File: config.mk
export PLATFORM = sky130hd
export DESIGN_NAME = cache_mem_arbiter
export DESIGN_NICKNAME = d
export VERILOG_FILES = /design/src/rtl/cache_mem_arbiter.sv
export SDC_FILE = /design/constraint.sdc
export NUM_CORES = 1
export LEC_CHECK = 0
export CORE_AREA = 2 2 170 172
export CTS_CLUSTER_DIAMETER = 150
export DETAILED_ROUTE_END_ITERATION = 8
export DIE_AREA = 0 0 172 174
export PLACE_DENSITY = 0.41
export SYNTH_ARGS = -nofsm -noshare
export SYNTH_HDL_FRONTEND = slang
export SYNTH_SLANG_ARGS = --single-unit
File: constraint.sdc
create_clock -name CLK -period 2.6 [get_ports CLK]
set_clock_uncertainty 0.1 [all_clocks]
set_input_delay 0.26 -clock CLK [delete_from_list [all_inputs] [get_ports CLK]]
set_output_delay 0.26 -clock CLK [all_outputs]
set_load 0.02 [all_outputs]
File: src/rtl/cache_mem_arbiter.sv
// Memory-side arbiter for the cache_control_if protocol: shares one RAM port
// between the icache and dcache channels of every CPU with round-robin CPU selection.
module cache_mem_arbiter #(
    parameter int          CPUS    = 2,
    parameter logic [31:0] ERRWORD = 32'hBAD1BAD1
) (
    input  logic                 CLK,
    input  logic                 nRST,
    input  logic [CPUS-1:0]      iREN,
    input  logic [CPUS*32-1:0]   iaddr,
    input  logic [CPUS-1:0]      dREN,
    input  logic [CPUS-1:0]      dWEN,
    input  logic [CPUS*32-1:0]   daddr,
    input  logic [CPUS*32-1:0]   dstore,
    output logic [CPUS-1:0]      iwait,
    output logic [CPUS*32-1:0]   iload,
    output logic [CPUS-1:0]      dwait,
    output logic [CPUS*32-1:0]   dload,
    output logic                 ramREN,
    output logic                 ramWEN,
    output logic [31:0]          ramaddr,
    output logic [31:0]          ramstore,
    input  logic [31:0]          ramload,
    input  logic [1:0]           ramstate
);

    localparam int          CW   = (CPUS > 1) ? $clog2(CPUS) : 1;
    localparam int unsigned NCPU = CPUS;

    localparam logic STATE_IDLE  = 1'b0;
    localparam logic STATE_SERVE = 1'b1;

    localparam logic [1:0] KIND_IREN = 2'd0;
    localparam logic [1:0] KIND_DREN = 2'd1;
    localparam logic [1:0] KIND_DWEN = 2'd2;

    localparam logic [1:0] RAM_ACCESS = 2'd2;
    localparam logic [1:0] RAM_ERROR  = 2'd3;

    logic          state_q;
    logic [CW-1:0] gnt_cpu_q;
    logic [1:0]    gnt_kind_q;
    logic [CW-1:0] rr_q;

    logic [CPUS-1:0] any_req;
    logic            req_found;
    logic [CW-1:0]   pick_cpu;
    logic [1:0]      pick_kind;

    logic            gnt_req;
    logic [31:0]     gnt_addr;
    logic [31:0]     gnt_store;
    logic            serving;
    logic            done;
    logic            abort;
    logic [31:0]     load_val;
    logic [CW-1:0]   rr_next;

    always_comb begin
        for (int unsigned c = 0; c < NCPU; c++) begin
            any_req[c] = iREN[c] | dREN[c] | dWEN[c];
        end
    end

    // Round-robin scan: step k visits cpu (rr + k) mod CPUS; the first requester wins.
    always_comb begin
        req_found = 1'b0;
        pick_cpu  = '0;
        pick_kind = KIND_IREN;
        for (int unsigned k = 0; k < NCPU; k++) begin
            for (int unsigned c = 0; c < NCPU; c++) begin
                if (!req_found && any_req[c] && (((32'(rr_q) + k) % NCPU) == c)) begin
                    req_found = 1'b1;
                    pick_cpu  = CW'(c);
                    if (dWEN[c]) begin
                        pick_kind = KIND_DWEN;
                    end else if (dREN[c]) begin
                        pick_kind = KIND_DREN;
                    end else begin
                        pick_kind = KIND_IREN;
                    end
                end
            end
        end
    end

    always_comb begin
        gnt_req   = 1'b0;
        gnt_addr  = '0;
        gnt_store = '0;
        for (int unsigned c = 0; c < NCPU; c++) begin
            if (CW'(c) == gnt_cpu_q) begin
                gnt_store = dstore[c*32 +: 32];
                case (gnt_kind_q)
                    KIND_DWEN: begin
                        gnt_req  = dWEN[c];
                        gnt_addr = daddr[c*32 +: 32];
                    end
                    KIND_DREN: begin
                        gnt_req  = dREN[c];
                        gnt_addr = daddr[c*32 +: 32];
                    end
                    default: begin
                        gnt_req  = iREN[c];
                        gnt_addr = iaddr[c*32 +: 32];
                    end
                endcase
            end
        end
    end

    // A dropped request line wins over a same-cycle completion: the cache no longer wants it.
    assign serving  = (state_q == STATE_SERVE) && gnt_req;
    assign done     = serving && ((ramstate == RAM_ACCESS) || (ramstate == RAM_ERROR));
    assign abort    = (state_q == STATE_SERVE) && !gnt_req;
    assign load_val = (ramstate == RAM_ERROR) ? ERRWORD : ramload;
    assign rr_next  = (gnt_cpu_q == CW'(CPUS - 1)) ? '0 : gnt_cpu_q + 1'b1;

    always_comb begin
        iwait    = '1;
        dwait    = '1;
        iload    = '0;
        dload    = '0;
        ramREN   = 1'b0;
        ramWEN   = 1'b0;
        ramaddr  = '0;
        ramstore = '0;
        if (serving) begin
            ramaddr = gnt_addr;
            if (gnt_kind_q == KIND_DWEN) begin
                ramWEN   = 1'b1;
                ramstore = gnt_store;
            end else begin
                ramREN = 1'b1;
            end
        end
        if (done) begin
            for (int unsigned c = 0; c < NCPU; c++) begin
                if (CW'(c) == gnt_cpu_q) begin
                    if (gnt_kind_q == KIND_IREN) begin
                        iwait[c]          = 1'b0;
                        iload[c*32 +: 32] = load_val;
                    end else begin
                        dwait[c]          = 1'b0;
                        dload[c*32 +: 32] = load_val;
                    end
                end
            end
        end
    end

    always_ff @(posedge CLK or negedge nRST) begin
        if (!nRST) begin
            state_q    <= STATE_IDLE;
            gnt_cpu_q  <= '0;
            gnt_kind_q <= KIND_IREN;
            rr_q       <= '0;
        end else begin
            case (state_q)
                STATE_IDLE: begin
                    if (req_found) begin
                        state_q    <= STATE_SERVE;
                        gnt_cpu_q  <= pick_cpu;
                        gnt_kind_q <= pick_kind;
                    end
                end
                default: begin
                    if (abort) begin
                        state_q <= STATE_IDLE;
                    end else if (done) begin
                        state_q <= STATE_IDLE;
                        rr_q    <= rr_next;
                    end
                end
            endcase
        end
    end

endmodule

==> out/metrics.cfg, run 1 <==
[sta]
slew_headroom_pct = 56.7
setup_viol = 151
max_freq_ghz = 0.366
finalWorstSetupSlack_ns = -0.135
slew_violations = 0
tightest_slew_ns = 0.648
layout_min_cycle_time_ns = 2.73
hold_viol = 0
period_share_pct = 105
rsz0062_at_grt = true

[setup_path]
critPathTopFamily = buffers and inverters
cpMostUsedCell = buf_4
end_kind = output pin
crit_fanout = 6
path_buf_inv = 6
slowest_delay_ns = 0.40
crit_type = flip-flop to output pin
cp-start-kind = flip-flop
cp_slowest_cell = or3_4
worst-endpoint-required_ns = 2.24
arrival_ns = 2.37
crit_chain = inv_2 > ha_4 > and3_4 > a222oi_1 > buf_4 > buf_6 > or3_4 > buf_12 > buf_8 > nor2_1 > buf_4

[global_routing]
gr-usage-all-layers_pct = 12.2
met3_usage_pct = 3.19
grt_max_degree = 42
grt-busiest-layer = met2
overflow = 0
use_met1_pct = 13.4
grt_pass1_wl_um = 28000
grt.met2_usage_pct = 24.0
grt_pass1_vias = 4630
antenna_found_initial = 0

[route]
drc = 0
first_pass_iters = 6
wirelength_um = 21800
final_antenna_net_count = 0
vias_per_cell = 3.82
vias = 4775
wl_per_cell_um = 17.4
drt_iter0_markers = 139

[placement]
hpwlAfterDp_um = 17000
io_buffers = 431
dp_slack_ns = -0.522
placedCellCount = 1209
place_area_mm2 = 0.00774
place.gp.congestion = 0.761

[clock_tree]
clk_latency_ns = 0.23
cts_sinks = 5
htree_levels = 1
cts_buffers = 3
cts_tree = done
cts_root_buf = clkbuf_16
clk_pin_slew_ns = 0.03
clockBufferDepth = 2

[floorplan]
die_x_um = 172
core_mm2 = 0.0282
die_y_um = 174
die_area_mm2 = 0.0299
start_util_pct = 9.34
rows = 62
io_pins = 432

[run]
cap_violations = 0

[yosys]
synth.distinct_cells = 36
synth.cell_area_mm2 = 0.00264
syn_inst = 380
syn_avg_cell_area_um2 = 6.94
yosysWarnings = 0
synth_seq_cells = 5
ys_seq_area_share_pct = 4.75
syn-num-nets = 617

[layout]
drive_above_1_share_pct = 44.2
fin_nets = 1104
stdcell_area_mm2 = 0.00854
antenna-diode-count = 0
fin_cells = 1250
area_growth_pct = 224

[pwr]
ir_worst_vdd_mv = 0.277
power.leakage_nw = 3.83
pwr_density_cell_mw_per_mm2 = 754
power_mw = 6.44

[run_status]
violations = negative setup slack
status = finished, violations left

[worst_hold_path]
worstHoldPathType = primary input to async pin

## sequential cells by signal, summed over array words and instances (netlist names)
| register | count |
|---|---|
| state_q | 1 |
| rr_q | 1 |
| gnt_kind_q | 2 |
| gnt_cpu_q | 1 |
## logic make-up (layout without fill, tap and decap cells)
| family | after synthesis | count (layout) | synth area share, % |
|---|---|---|---|
| buffers and inverters | 44 | 530 | 8.64 |
| adders and majority gates | 3 | 3 | 1.42 |
| DFF | 5 | 5 | 4.75 |
| and+or+nand+nor | 248 | 248 | 41.1 |
| AOI/OAI and AO/OA | 13 | 13 | 3.23 |
| muxes | 67 | 67 | 40.9 |
## stage by stage
| step | setup TNS, ns | hold WS, ns | utilization, % |
|---|---|---|---|
| 2_1_floorplan | 0 | -0.136 | - |
| 3_3_place_gp | -81.62 | 0.407 | 27.4 |
| 6_report | -11.09 | 0.168 | 30.2 |
| 5_1_grt | -28.75 | 0.190 | 30.2 |
| 3_5_place_dp | -84.83 | 0.412 | 27.4 |
| 4_1_cts | -14.88 | 0.176 | 26.6 |
## area by class of cell
type | count | area [µm²]
fillers | 3091 | 19700
repair buffers | 520 | 5070
multi-input cells | 331 | 2760
well taps | 384 | 480
flip-flops and latches | 5 | 129
clock buffers | 4 | 78.8
inverters | 6 | 22.5
## power by group
group | internal, mW | total (mW) | leakage (nW) | switching (mW)
combinational | 3.21 | 6.02 | 3.73 | 2.81
clock | 0.203 | 0.254 | 0.0382 | 0.0511
sequential | 0.124 | 0.169 | 0.0586 | 0.0445
total | 3.54 | 6.44 | 3.83 | 2.90
## worst reg2reg max path: cells and delay by family, from the launching register on
family,cells,cell delay (ns)
AOI/OAI and AO/OA,1,0.33
DFF,1,0.50
buffers and inverters,3,0.41
and+or+nand+nor,2,0.17
muxes,1,0.32
## layer usage
metal,vias to the layer above,share of wire [%]
li1,2255,-
met4,0,0.98
met3,8,9.2
met1,2231,36
met2,281,54
met5,-,0
## cell usage in the layout, fill, tap and decap left out, types with 2 or more instances in the layout
| cell | count |
|---|---|
| buf_12 | 15 |
| mux4_2 | 32 |
| nor3_1 | 2 |
| clkbuf_16 | 11 |
| clkdlybuf4s50_1 | 233 |
| or3_4 | 2 |
| inv_1 | 4 |
| inv_2 | 2 |
| nor3_2 | 5 |
| nor2_1 | 114 |
| buf_4 | 108 |
| nor2_2 | 23 |
| nand2_1 | 17 |
| nor2b_1 | 29 |
| buf_6 | 75 |
| nor3_4 | 3 |
| dlygate4sd2_1 | 26 |
| mux2_2 | 2 |
| nor2_4 | 38 |
| nor2b_2 | 4 |
| a21oi_1 | 2 |
| clkbuf_2 | 25 |
| nand2b_1 | 2 |
| o21ai_0 | 3 |
| dfrtp_1 | 4 |
| and3_4 | 2 |
| ha_4 | 3 |
| mux2i_1 | 32 |
| buf_2 | 24 |
| buf_8 | 2 |
| dlymetal6s2s_1 | 2 |
| buf_16 | 2 |
## synthesized netlist by cell type
cell,count,area share [%]
clkbuf_2,1,0.19
a222oi_1,1,0.38
mux2_4,1,0.57
buf_1,4,0.57
nand2b_1,3,0.71
mux2_2,2,0.85
o21ai_0,3,0.57
or2_2,1,0.24
mux2i_1,32,12
and3_1,2,0.47
a22oi_1,1,0.28
a21oi_1,2,0.38
o22ai_1,1,0.24
nor2b_1,33,7.8
nand4b_1,1,0.33
and3b_1,1,0.33
dfrtp_1,5,4.7
or3_1,2,0.47
a311oi_1,1,0.33
and2_1,1,0.24
a21o_1,1,0.28
clkbuf_1,8,1.1
nand3b_1,1,0.28
o21bai_1,1,0.28
mux4_2,32,27
o21a_1,1,0.28
nand2_1,17,2.4
inv_1,6,0.85
nor2_1,175,25
ha_1,3,1.4
nand4b_4,1,0.90
buf_4,2,0.57
o21ai_1,1,0.19
buf_2,19,3.6
nor3_1,10,1.9
buf_6,4,1.7
## what timing repair did
item | in CTS | in global routing
pin swaps | 3 | 20
buffers inserted | 3 | 25
setup endpoints to repair | 197 | 197
gates cloned | 2 | 9
resized for setup | 623 | 396
hold buffers | 0 | 0
## final timing paths
kind                                         end                       from  slack, ns  cells past startpoint
max                                     dload[5]  gnt_kind_q[0]$_DFFE_PN0P_      -0.13                     11
min                             rr_q$_DFFE_PN0P_                       nRST       0.17                      1
max reg2reg                     rr_q$_DFFE_PN0P_      gnt_cpu_q$_DFFE_PN0P_       0.66                      7
min reg2reg                     rr_q$_DFFE_PN0P_           rr_q$_DFFE_PN0P_       0.49                      2
max in group asynchronous  gnt_cpu_q$_DFFE_PN0P_                       nRST       2.00                      1
min in group CLK                rr_q$_DFFE_PN0P_           rr_q$_DFFE_PN0P_       0.49                      2
No activity file was read; power rests on OpenSTA's default activity.
==> run 2, diff against run 1 <==
Clock period 2.6 ns to 2.85 ns, I/O delays scaled along.
==> run 2 against run 1 <==
Compared with the run above:
- the flow still finishes with violations (negative setup slack)
- critical path depth unchanged
- clock-buffer cell count unchanged
- global-route usage up 0.46 points
- final cell count down 0.16%
- flip-flop and latch count unchanged
- power down 12%
- wire length up 1.3%
- design area down 0.38%
- combinational power down 12%
- critical path type unchanged
- largest power group unchanged
==> out/metrics.cfg, run 2 (same netlist as run 1, synthesis figures left out) <==
[global_routing]
grt.met2_usage_pct = 25.3  ; +1.3 points
grt-busiest-layer = met2
use_met1_pct = 13.5  ; +0.081 points
grt_max_degree = 42  ; unchanged
gr-usage-all-layers_pct = 12.6  ; +0.46 points
met3_usage_pct = 3.10  ; -0.091 points
grt_pass1_wl_um = 28600  ; +2.4%
antenna_found_initial = 0  ; unchanged
grt_pass1_vias = 4749  ; +2.6%
overflow = 0  ; unchanged

[floorplan]
rows = 62  ; unchanged
start_util_pct = 9.34  ; unchanged
io_pins = 432  ; unchanged
core_mm2 = 0.0282  ; unchanged
die_area_mm2 = 0.0299  ; unchanged
die_y_um = 174  ; unchanged
die_x_um = 172  ; unchanged

[pwr]
pwr_density_cell_mw_per_mm2 = 668  ; -11%
power_mw = 5.68  ; -12%
power.leakage_nw = 3.75  ; -2.1%
ir_worst_vdd_mv = 0.265  ; -4.1%

[sta]
hold_viol = 0  ; unchanged
setup_viol = 80  ; -47%
max_freq_ghz = 0.337
layout_min_cycle_time_ns = 2.97
slew_violations = 0  ; unchanged
period_share_pct = 104
rsz0062_at_grt = true
finalWorstSetupSlack_ns = -0.119  ; +0.0159 ns
tns_ns = -4.02  ; +7.07 ns
tightest_slew_ns = 0.617  ; -0.0311 ns
slew_headroom_pct = 58.7  ; +2.1 points

[layout]
final_common_cell = clkdlybuf4s50_1
layout_common_cells = clkdlybuf4s50_1 (257), nor2_1 (117), buf_6 (76), buf_4 (75), nor2_4 (45)
multiInputGateArea_mm2 = 0.00271  ; -1.6%
largest-register = gnt_kind_q
largest_reg_flops = 2  ; unchanged
ff_latch_area_um2 = 129  ; unchanged
fill_cells = 3065  ; -0.84%
antenna-diode-count = 0  ; unchanged
area_growth_pct = 223
drive_above_1_share_pct = 40.2  ; -4.1 points
final_core_util_pct = 30.1  ; -0.12 points
stdcell_area_mm2 = 0.00850  ; -0.38%
fin_nets = 1102  ; -0.18%

[setup_path]
cpMostUsedCell = buf_6
end_kind = output pin
crit_chain = inv_2 > ha_4 > and3_4 > a222oi_1 > buf_4 > buf_6 > buf_6 > or3_4 > clkbuf_16 > nor2_1 > buf_2
crit_type = flip-flop to output pin
cp-start-kind = flip-flop
worst-endpoint-required_ns = 2.47  ; +0.23 ns
slowest_delay_ns = 0.46  ; +0.06 ns
cp_slowest_cell = or3_4
arrival_ns = 2.58  ; +0.21 ns
crit_fanout = 11  ; +5

[clock_tree]
cts_tree = done
cts_sinks = 5  ; unchanged
htree_levels = 1  ; unchanged
cts-hold-fix-buffers = 0  ; unchanged
clk_latency_ns = 0.23  ; about the same
cts_buffers = 3  ; unchanged
cts_root_buf = clkbuf_16
clk_pin_slew_ns = 0.03  ; about the same
clockBufferDepth = 2  ; unchanged

[placement]
dp_slack_ns = -0.293  ; +0.229 ns
place_area_mm2 = 0.00769  ; -0.65%
place.gp.congestion = 0.768  ; +1.0%
io_buffers = 431  ; unchanged
hpwlAfterDp_um = 17100  ; +0.41%

[route]
drc = 0  ; unchanged
wirelength_um = 22100  ; +1.3%
first_pass_iters = 4  ; -2
wl_per_cell_um = 17.7  ; +1.5%
vias = 4724  ; -1.1%
vias_per_cell = 3.79  ; -0.91%
final_antenna_net_count = 0  ; unchanged
drt_iter0_markers = 128  ; -7.9%

[run]
cap_violations = 0  ; unchanged

[run_status]
violations = negative setup slack
status = finished, violations left

[worst_hold_path]
worstHoldPathType = primary input to async pin

[run 2: power by group]
| group | switching [mW] | internal, mW | leakage, nW | total (mW) |
|---|---|---|---|---|
| logic | 2.50 | 2.79 | 3.65 | 5.29 |
| registers | 0.0459 | 0.113 | 0.0586 | 0.159 |
| clock network | 0.0462 | 0.185 | 0.0382 | 0.232 |
[run 2: final cells by class]
class                      count  area share (%)
clock buffer                   4           0.927
inverter                       6           0.265
multi-input combinational    331            31.9
sequential                     5            1.52
tap                          384            5.65
timing repair buffer         518            59.8
[run 2: stage by stage]
step                      instances  hold slack [ns]
after detailed placement       1207            0.429
after global placement         1207            0.428
final                          1248            0.186
after floorplan                 380           -0.111
after CTS                      1232            0.193
after global routing           1248            0.210
[run 2: critical path: cells and delay by family (launching register included)]
family / cells / cell delay [ns]
adders and majority gates: 1 / 0.28
buffers and inverters: 6 / 0.84
AOI/OAI and AO/OA: 1 / 0.10
DFF: 1 / 0.38
and+or+nand+nor: 3 / 0.74
[run 2: path summary, 6_finish.rpt]
kind                                            from                     to  slack, ns  depth (start not counted)
max                        gnt_kind_q[1]$_DFFE_PN0P_              dload[28]      -0.12                         11
min                                             nRST       rr_q$_DFFE_PN0P_       0.19                          1
max reg2reg                    gnt_cpu_q$_DFFE_PN0P_       rr_q$_DFFE_PN0P_       0.79                          7
min in group CLK                    rr_q$_DFFE_PN0P_       rr_q$_DFFE_PN0P_       0.51                          2
min reg2reg                         rr_q$_DFFE_PN0P_       rr_q$_DFFE_PN0P_       0.51                          2
max in group asynchronous                       nRST  gnt_cpu_q$_DFFE_PN0P_       2.24                          1
[run 2: what timing repair did]
item,4_1_cts,5_1_grt
setup buffers,17,11
endpoints found under the setup margin,197,179
cloned,4,9
pin swaps,2,27
resized for setup,594,322
[run 2: per-layer routing]
| metal | share of wire, % | wire, µm | up-vias |
|---|---|---|---|
| met5 | 0 | 0 | - |
| met4 | 1.8 | 400 | 0 |
| met3 | 9.5 | 2100 | 23 |
| met2 | 53 | 11700 | 285 |
| met1 | 36 | 7860 | 2167 |
| li1 | - | - | 2249 |
==> run 3, diff against run 2 <==
Settings changed: ABC_AREA set to 1, CORE_AREA 2 2 170 172 to 2 2 169 171, CTS_CLUSTER_SIZE set to 8, DIE_AREA 0 0 172 174 to 0 0 171 173, PLACE_DENSITY 0.41 to 0.43, REMOVE_ABC_BUFFERS set to 1.
==> run 3 against run 2 <==
Compared with the run above:
- the flow now finishes without violations
- combinational power rose by 5.9%
- flip-flop and latch count stayed put
- core utilization fell by 2.4 points
- critical path type unchanged
- critical endpoint is now iwait[0]
==> out/metrics.cfg, run 3 <==
[run_status]
status = complete, no violations

[sta]
period_share_pct = 94.2  ; -10 points
layout_min_cycle_time_ns = 2.69  ; -0.284 ns
hold_viol = 0  ; unchanged
max_freq_ghz = 0.372  ; +11%
worst_hold_slack_ns = 0.189  ; +0.00302 ns
rsz0062_at_grt = false
slew_violations = 0  ; unchanged
tightest_slew_ns = 0.519  ; -0.0974 ns
setup_viol = 0  ; -100%
slew_headroom_pct = 65.0  ; +6.3 points

[clock_tree]
clk_latency_ns = 0.22  ; about the same
cts_root_buf = clkbuf_16
clk_pin_slew_ns = 0.03  ; about the same
clockBufferDepth = 2  ; unchanged
htree_levels = 1  ; unchanged
cts_tree = done
cts_sinks = 5  ; unchanged
cts_buffers = 3  ; unchanged

[yosys]
synthTopCellsByCount = nor2_1 (282), o21ai_0 (68), clkbuf_1 (38)
syn_inst = 619  ; +63%
synthFlopType = dfrtp_1
synth.distinct_cells = 18  ; -50%
synth_seq_cells = 5  ; unchanged
async_flop_share_pct = 100  ; unchanged
ys_seq_area_share_pct = 4.19  ; -0.55 points
synth_top_area_cell = nor2_1
yosys.area.top_type_share_pct = 35.5  ; +8.1 points
synth.cell_area_mm2 = 0.00299  ; +13%
syn_avg_cell_area_um2 = 4.82  ; -30%
ys_top_cells_by_area = nor2_1 (35%), o21ai_0 (11%), mux2i_1 (11%), a21oi_1 (5.9%), nor3_1 (5.4%)
yosysWarnings = 0  ; unchanged
synth-edff-count = 0  ; unchanged
synth_most_common_cell = nor2_1

[layout]
largest_reg_flops = 2  ; unchanged
stdcell_area_mm2 = 0.00765  ; -10%
final_common_cell = nor2_1
fin_nets = 1257  ; +14%
largest-register = gnt_kind_q
final_core_util_pct = 27.7  ; -2.4 points
fin_cells = 1397  ; +12%
area_growth_pct = 156
layout_common_cells = nor2_1 (282), clkdlybuf4s50_1 (233), dlygate4sd2_1 (183), o21ai_0 (68), a21oi_1 (35)
drive_above_1_share_pct = 5.00  ; -35 points
antenna-diode-count = 0  ; unchanged

[placement]
place.gp.congestion = 0.850  ; +11%
io_buffers = 431  ; unchanged
place_area_mm2 = 0.00780  ; +1.4%
placedCellCount = 1393  ; +15%
hpwlAfterDp_um = 19900  ; +17%

[pwr]
ir_worst_vdd_mv = 0.502  ; +89%
power_mw = 5.99  ; +5.4%
power.leakage_nw = 3.80  ; +1.4%
pwr_density_cell_mw_per_mm2 = 782  ; +17%

[setup_path]
slowest_delay_ns = 0.37  ; -0.09 ns
arrival_ns = 2.30  ; -0.28 ns
crit_chain = inv_1 > ha_4 > inv_2 > a21oi_2 > buf_4 > nand3_1 > buf_12 > or2_2 > dlygate4sd2_1
path_buf_inv = 5  ; -1
worst-endpoint-required_ns = 2.47  ; about the same
cp_slowest_cell = dfrtp_1
crit_type = flip-flop to output pin
cp-start-kind = flip-flop
critPathTopFamily = buffers and inverters
crit_fanout = 34  ; +23
end_kind = output pin

[floorplan]
core_mm2 = 0.0276  ; -2.2%
rows = 61  ; -1.6%
die_y_um = 173  ; -0.57%
die_area_mm2 = 0.0296  ; -1.2%
die_x_um = 171  ; -0.58%
start_util_pct = 10.8  ; +1.5 points
io_pins = 432  ; unchanged

[route]
first_pass_iters = 4  ; unchanged
drt_iter0_markers = 208  ; +63%
routedLengthMet1_um = 9990  ; +27%
highest_layer = met5
wirelength_um = 24700  ; +12%
vias_per_cell = 4.08  ; +7.8%
drc = 0  ; unchanged
wl_met3_um = 2340  ; +11%
wl_met2_um = 12100  ; +3.4%
vias = 5699  ; +21%
wl_per_cell_um = 17.7  ; about the same
final_antenna_net_count = 0  ; unchanged

[worst_hold_path]
worstHoldPathType = primary input to async pin

[global_routing]
antenna_found_initial = 2  ; +2
grt_pass1_wl_um = 35300  ; +23%
grt_max_degree = 59  ; +40%
grt_pass1_vias = 5756  ; +21%
overflow = 0  ; unchanged
gr-usage-all-layers_pct = 15.4  ; +2.7 points

[run]
cap_violations = 0  ; unchanged

[run 3: cell count changes after synthesis, sizes merged, moves of 8 or more]
cell and delta:
nor2 +107, o21ai +64, a21oi +34, nand2 +18, inv +12, nor3 +22
mux4 -32, nor2b -33, nand3 +8, nand4 +19, clkbuf +29, o211ai +18
[run 3: what timing repair did]
action | 4_1_cts | 5_1_grt
hold buffers | 0 | 0
setup endpoints to repair | 189 | 61
gates resized for setup | 190 | 14
setup buffers | 0 | 0
[run 3: kinds of logic after synthesis]
kind of cell | count (synthesis) | synth area share [%]
multiplexers | 32 | 10.7
flip-flops | 5 | 4.19
AND/OR/NAND/NOR | 377 | 50.8
buffers and inverters | 80 | 11.0
adder cells (fa/ha/maj) | 3 | 1.26
AO/OA/AOI/OAI | 122 | 22.1
[run 3: final cells by class]
type / instances / area (µm²)
clock buffer: 4 / 78.8
fill: 3173 / 20000
timing repair buffer: 458 / 4360
sequential: 5 / 129
inverter: 18 / 67.6
multi-input combinational: 534 / 2550
tap: 378 / 473
[run 3: power breakdown]
group	switching, mW	total, mW	internal (mW)
Clock	0.0426	0.228	0.185
Sequential	0.0466	0.159	0.113
Combinational	3.56	5.60	2.05
Total	3.64	5.99	2.34
[run 3: through the flow]
step / TNS [ns] / setup slack, ns
after floorplan: -438.10 / -2.35
after global placement: -0.0365 / -0.00923
after detailed placement: 0 / 0.0185
after CTS: -0.0404 / -0.0404
after global routing: 0 / 0.0191
final: 0 / 0.165
[run 3: path summary, 6_finish.rpt]
kind	from	end	slack, ns	cells past startpoint
worst max-delay path	gnt_kind_q[0]$_DFFE_PN0P_	iwait[0]	0.16	9
worst min-delay path	nRST	gnt_cpu_q$_DFFE_PN0P_	0.19	1
worst max register to register	gnt_kind_q[0]$_DFFE_PN0P_	rr_q$_DFFE_PN0P_	1.07	9
worst min register to register	state_q$_DFF_PN0_	gnt_cpu_q$_DFFE_PN0P_	0.34	1
max in group asynchronous	nRST	gnt_cpu_q$_DFFE_PN0P_	2.24	1
min in group CLK	state_q$_DFF_PN0_	gnt_cpu_q$_DFFE_PN0P_	0.34	1
[run 3: routing by layer]
| metal | up-vias | track usage [%] |
|---|---|---|
| met2 | 286 | 28.8 |
| met3 | 14 | 3.89 |
| li1 | 2834 | - |
| met1 | 2561 | 17.9 |
| met5 | - | 0 |
| met4 | 4 | 1.59 |
[run 3: worst register-to-register path, stage by stage (launching register included)]
cell and delay [ns]:
dfrtp_1 0.37, inv_1 0.09, ha_4 0.32, inv_2 0.08, a21oi_2 0.13, buf_4 0.15
nand3_1 0.12, buf_12 0.20, nand2_1 0.07, nand2_1 0.05
==> RTL change 1 (settings of run 3) <==
Reset style: synchronous (`nRST`), changed in one clocked block.
--- a/src/rtl/cache_mem_arbiter.sv
+++ b/src/rtl/cache_mem_arbiter.sv
@@ -149,7 +149,7 @@
         end
     end
 
-    always_ff @(posedge CLK or negedge nRST) begin
+    always_ff @(posedge CLK) begin
         if (!nRST) begin
             state_q    <= STATE_IDLE;
             gnt_cpu_q  <= '0;
Function: differs if nRST is asserted again (counterexample within 4 cycles, from zero or initial values and one cycle with nRST low); with nRST held inactive, the same outputs for 4 cycles.
==> RTL change 1 against run 3 <==
  * Synthesized area shrank 6.8%
  * Routed wire length fell by 11%
  * Synthesized cell count down 0.81%
  * Final area shrank 3.6%
  * Worst setup slack got worse by 37 ps
  * Sequential cell count is the same
  * Utilization shrank 1.0 points
  * Critical endpoint is now dload[7]
Power is left out: it rests on default switching activity, and per cell area and clock period it moved more than threefold.
==> RTL change 1: results (changes against run 3) <==
| Metric | Value |
|---|---|
| Worst-path clk slew | `30 ps (about the same)` |
| GRT Total Usage | `0.136 (-0.0178)` |
| Place WS | `-93.3 ps (-112 ps)` |
| Routed met2 length | `11,300 um (-6.3%)` |
| GP Congestion | `0.785 (-7.6%)` |
| Placed insts | `1,392 (-0.072%)` |
| Critical path data arrival time | `2340 ps (+40 ps)` |
| Via density | `3.86 (-5.3%)` |
| Top Metal Used | `met4` |
| Vias in the first global route | `5,299 (-7.9%)` |
| Reg2reg setup slack | `980 ps (-90 ps)` |
| R2R cell count | `8 (-1)` |
| Post-synthesis sequential area ratio | `0.0360 (-0.00594)` |
| Reg2reg end | `rr_q` |
| Fin Hold WS | `383 ps (+194 ps)` |
| Hold depth | `2` |
| Initial DRC Count | `146 (-30%)` |
| Synth top cells by count | `nor2_1, nand2_1, a21oi_1` |
| Syn avg cell area | `4.53 um2 (-6.0%)` |
| DRT Wirelength | `22,000 um (-11%)` |
| Nets | `1,256 (-0.080%)` |
| Final HPWL DP | `17,700 um (-11%)` |
| Largest net degree at the start of global routing | `66 (+12%)` |
| Post-DR wirelength/cell | `15.7 um (-11%)` |
| Status | `completed` |
| Worst-Margin Slew | `537 ps (+18.2 ps)` |
| Synth cell types | `22 (+4)` |
| Dominant synthesized flop cell | `dfxtp_1` |
| Reg-to-reg critical path startpoint | `gnt_kind_q[0]` |
| DRT met1 WL | `8280 um (-17%)` |
| WL met3 | `1940 um (-17%)` |
| Initial antenna violation count | `0 (-2)` |
| First-pass GRT wire length | `31,200 um (-12%)` |
| Worst-path fanout max | `33 (-2.9%)` |
| Fillers | `3,244 (+2.2%)` |
| Worst hold-check path type | `flop to flop` |
-- RTL change 1: cell types whose count changed after synthesis, sizes merged, moves of 2 or more --
cell	before	now
nand2	35	101
dfxtp	0	5
nor2	282	252
mux2i	32	0
nand4	19	0
clkinv	0	2
o211ai	18	0
buf	24	22
a21oi	36	71
dfrtp	5	0
nand3	8	10
clkbuf	38	30
-- RTL change 1: kinds of logic (layout without fill, tap and decap cells) --
| kind of cell | count (synthesis) | count (layout) | share of synthesized area |
|---|---|---|---|
| AOI/OAI and AO/OA | 138 | 138 | 0.250 |
| adders and majority gates | 3 | 3 | 0.0135 |
| buffers and inverters | 73 | 477 | 0.135 |
| DFF | 5 | 5 | 0.0360 |
| and+or+nand+nor | 395 | 395 | 0.566 |
-- RTL change 1: how the worst max path moves through the flow --
stage	cells past startpoint	startpoint	slack, ps	endpoint
2_1_floorplan	8	gnt_kind_q[0]	-1560	ramstore[0]
3_3_place_gp	10	iREN[1]	-90	iload[27]
3_5_place_dp	10	iREN[1]	-90	iload[27]
4_1_cts	8	gnt_kind_q[0]	2	iload[51]
5_1_grt	9	gnt_kind_q[1]	0.03	iload[31]
6_report	9	gnt_kind_q[0]	130	dload[7]
-- RTL change 1: per-layer routing --
layer / vias up / GRT usage
li1: 2763 / -
met1: 2330 / 0.144
met2: 274 / 0.268
met3: 25 / 0.0309
met4: 0 / 0.0286
met5: - / 0
-- RTL change 1: cell type report --
class	count	share of cell area
clock buffers	4	0.0107
inverters	21	0.0109
flip-flops and latches	5	0.0137
multi-input cells	536	0.317
well taps	378	0.0641
repair buffers	452	0.583
-- RTL change 1: through the flow --
step,TNS [ps],area (um2)
final,0,7380
after detailed placement,-419,7520
after CTS,0,7410
after global placement,-571,7520
after global routing,0,7380
after floorplan,-274530,2490
-- RTL change 1: worst max-delay path, cell delays in order (launching register included) --
cell	delay (ps)
dfxtp_1	350
inv_1	70
ha_2	370
inv_1	110
a21oi_2	230
nand3_4	110
clkinv_2	180
nand2_8	180
nor2_1	150
clkdlybuf4s15_1	330
-- RTL change 1: repair_timing --
| item | 4_1_cts | 5_1_grt |
|---|---|---|
| gates resized for setup | 179 | 128 |
| endpoints found under the setup margin | 175 | 93 |
| cloned | 0 | 0 |
| pin swaps | 0 | 0 |
==> RTL change 2 (flow settings as in run 3) <==
Without the edit above. Change the parameter `CPUS` from 2 to 1.
--- a/src/rtl/cache_mem_arbiter.sv
+++ b/src/rtl/cache_mem_arbiter.sv
@@ -1,7 +1,7 @@
 // Memory-side arbiter for the cache_control_if protocol: shares one RAM port
 // between the icache and dcache channels of every CPU with round-robin CPU selection.
 module cache_mem_arbiter #(
-    parameter int          CPUS    = 2,
+    parameter int          CPUS    = 1,
     parameter logic [31:0] ERRWORD = 32'hBAD1BAD1
 ) (
     input  logic                 CLK,
Ports: changed (10 resized); port bits go from 432 to 267. No check against the original RTL was run, so the function may have changed too.
==> RTL change 2 against run 3 <==
  * Worst setup slack got worse by 24 ps
  * Sequential cell count is 2 lower
  * Synthesized area down 41%
  * Via count down 43%
  * Routed wire length decreased by 52%
  * Power down 34%
  * Global-route usage is 7.9 points lower
  * Final area is 35% lower
==> RTL change 2: results (changes against run 3) <==
| Metric | Value |
|---|---|
| Worst-path fanout max | `38 (+12%)` |
| Initial antenna violation count | `0 (-2)` |
| Share of layout cells above drive strength 1 | `0.0430 (-0.00704)` |
| Dominant synthesized flop cell | `dfrtp_1` |
| GRT Total Usage | `0.0742 (-0.0795)` |
| Synth top cells by count | `nand2_1, nor2_1, a21oi_1` |
| Clk buf depth | `2 (unchanged)` |
| DRT Wirelength | `11,800 um (-52%)` |
| Worst-skew pair later-pin latency | `220 ps (about the same)` |
| Peak VDD IR | `463 uV (-7.8%)` |
| Post-synthesis sequential area ratio | `0.0429 (+0.00104)` |
| Worst slew margin | `0.614 (-0.0358)` |
| Cell Count, Final, Fillers Out | `1,029 (-26%)` |
| Total CTS buffers | `3 (unchanged)` |
| Initial DRC Count | `123 (-41%)` |
| Nets | `790 (-37%)` |
| Final HPWL DP | `9210 um (-54%)` |
| GP Congestion | `0.736 (-13%)` |
| Vias in the first global route | `3,130 (-46%)` |
| # H-tree levels | `1 (unchanged)` |
| Async set-reset flop share out of synthesis | `1.00 (unchanged)` |
| Status | `completed` |
| Detailed Routing Iterations Pass 1 | `4 (unchanged)` |
| Place WS | `153 ps (+135 ps)` |
| First-pass GRT wire length | `17,600 um (-50%)` |
| PortBufs | `266 (-38%)` |
| Worst hold-check path type | `input pin to asynchronous set/reset pin` |
| Synth cell types | `19 (+1)` |
| Largest net degree at the start of global routing | `63 (+6.8%)` |
| Largest registers | `gnt_kind_q: 2 flops, state_q: 1 flops` |
| Synth area leaders | `nand2_1, nor2_1, a21oi_1` |
| Root buffer cell | `clkbuf_16` |
| Synth top area share | `0.354 (about the same)` |
| Max_cap viols | `0 (unchanged)` |
| Drt drc | `0 (unchanged)` |
| Leak pwr | `2.80 nW (-26%)` |
| Ant. Diodes | `0 (unchanged)` |
| Post-Syn Instances | `400 (-35%)` |
| Placed Instance Area | `4880 um2 (-38%)` |
| Worst-path clk slew | `30 ps (about the same)` |
| Fillers | `3,248 (+2.4%)` |
| Ys Warns | `0 (unchanged)` |
| Critical path data arrival time | `2320 ps (+20 ps)` |
| Via density | `3.16 (-23%)` |
-- RTL change 2: repair_timing --
item / CTS / global route
endpoints found under the setup margin: 63 / 36
endpoints found under the hold margin: 0 / 0
setup buffers: 0 / 0
gates resized for setup: 63 / 36
cloned: 0 / 0
-- RTL change 2: metrics by stage --
stage | hold WS, ps | util
6_report | 155 | 0.180
5_1_grt | 159 | 0.180
4_1_cts | 159 | 0.177
3_5_place_dp | 357 | 0.177
3_3_place_gp | 362 | 0.177
2_1_floorplan | -111 | -
-- RTL change 2: power by group --
part | switching [mW] | total [mW] | internal (mW) | leakage, nW
Sequential | 0.0151 | 0.0792 | 0.0641 | 0.0365
Combinational | 2.23 | 3.67 | 1.43 | 2.72
Clock | 0.0392 | 0.224 | 0.185 | 0.0382
Total | 2.29 | 3.97 | 1.68 | 2.80
-- RTL change 2: logic make-up (layout without fill, tap and decap cells) --
kind of cell / Yosys count / after routing / share of synthesized area
adders and majority gates: 3 / 3 / 0.0215
and+or+nand+nor: 304 / 304 / 0.689
DFF: 3 / 3 / 0.0429
buffers and inverters: 55 / 306 / 0.147
AOI/OAI and AO/OA: 35 / 35 / 0.100
-- RTL change 2: final timing paths --
check / startpoint / slack (ps) / depth (start not counted) / endpoint
max: gnt_kind_q[0] / 140 / 8 / ramstore[15]
min: nRST / 150 / 1 / state_q
max reg2reg: gnt_kind_q[0] / 1160 / 7 / state_q
min reg2reg: state_q / 360 / 1 / gnt_kind_q[1]
max in group asynchronous: nRST / 2340 / 1 / gnt_kind_q[0]
min in group CLK: state_q / 360 / 1 / gnt_kind_q[1]
-- RTL change 2: layout make-up --
| type | count | share of cell area |
|---|---|---|
| Timing Repair Buffer | 280 | 0.572 |
| Multi-Input combinational cell | 342 | 0.285 |
| Tap cell | 378 | 0.0952 |
| Inverter | 22 | 0.0166 |
| Clock buffer | 4 | 0.0159 |
| Sequential cell | 3 | 0.0151 |
-- RTL change 2: routing by layer --
| metal | vias up | GRT usage | share of wire | routed length [um] |
|---|---|---|---|---|
| met5 | - | 0 | 0 | 0 |
| met4 | 0 | 0.0131 | 0.0087 | 102 |
| met3 | 8 | 0.0151 | 0.075 | 882 |
| met2 | 137 | 0.135 | 0.50 | 5880 |
| met1 | 1412 | 0.0896 | 0.42 | 4930 |
| li1 | 1691 | - | - | - |
-- RTL change 2: worst max-delay path: stages (launching register included) --
cell and delay, ps:
dfrtp_1 370, inv_1 70, ha_1 380, nor2_1 80, nor2_2 110, nand2_2 130, buf_12 200, nor2_1 100
clkdlybuf4s50_1 630
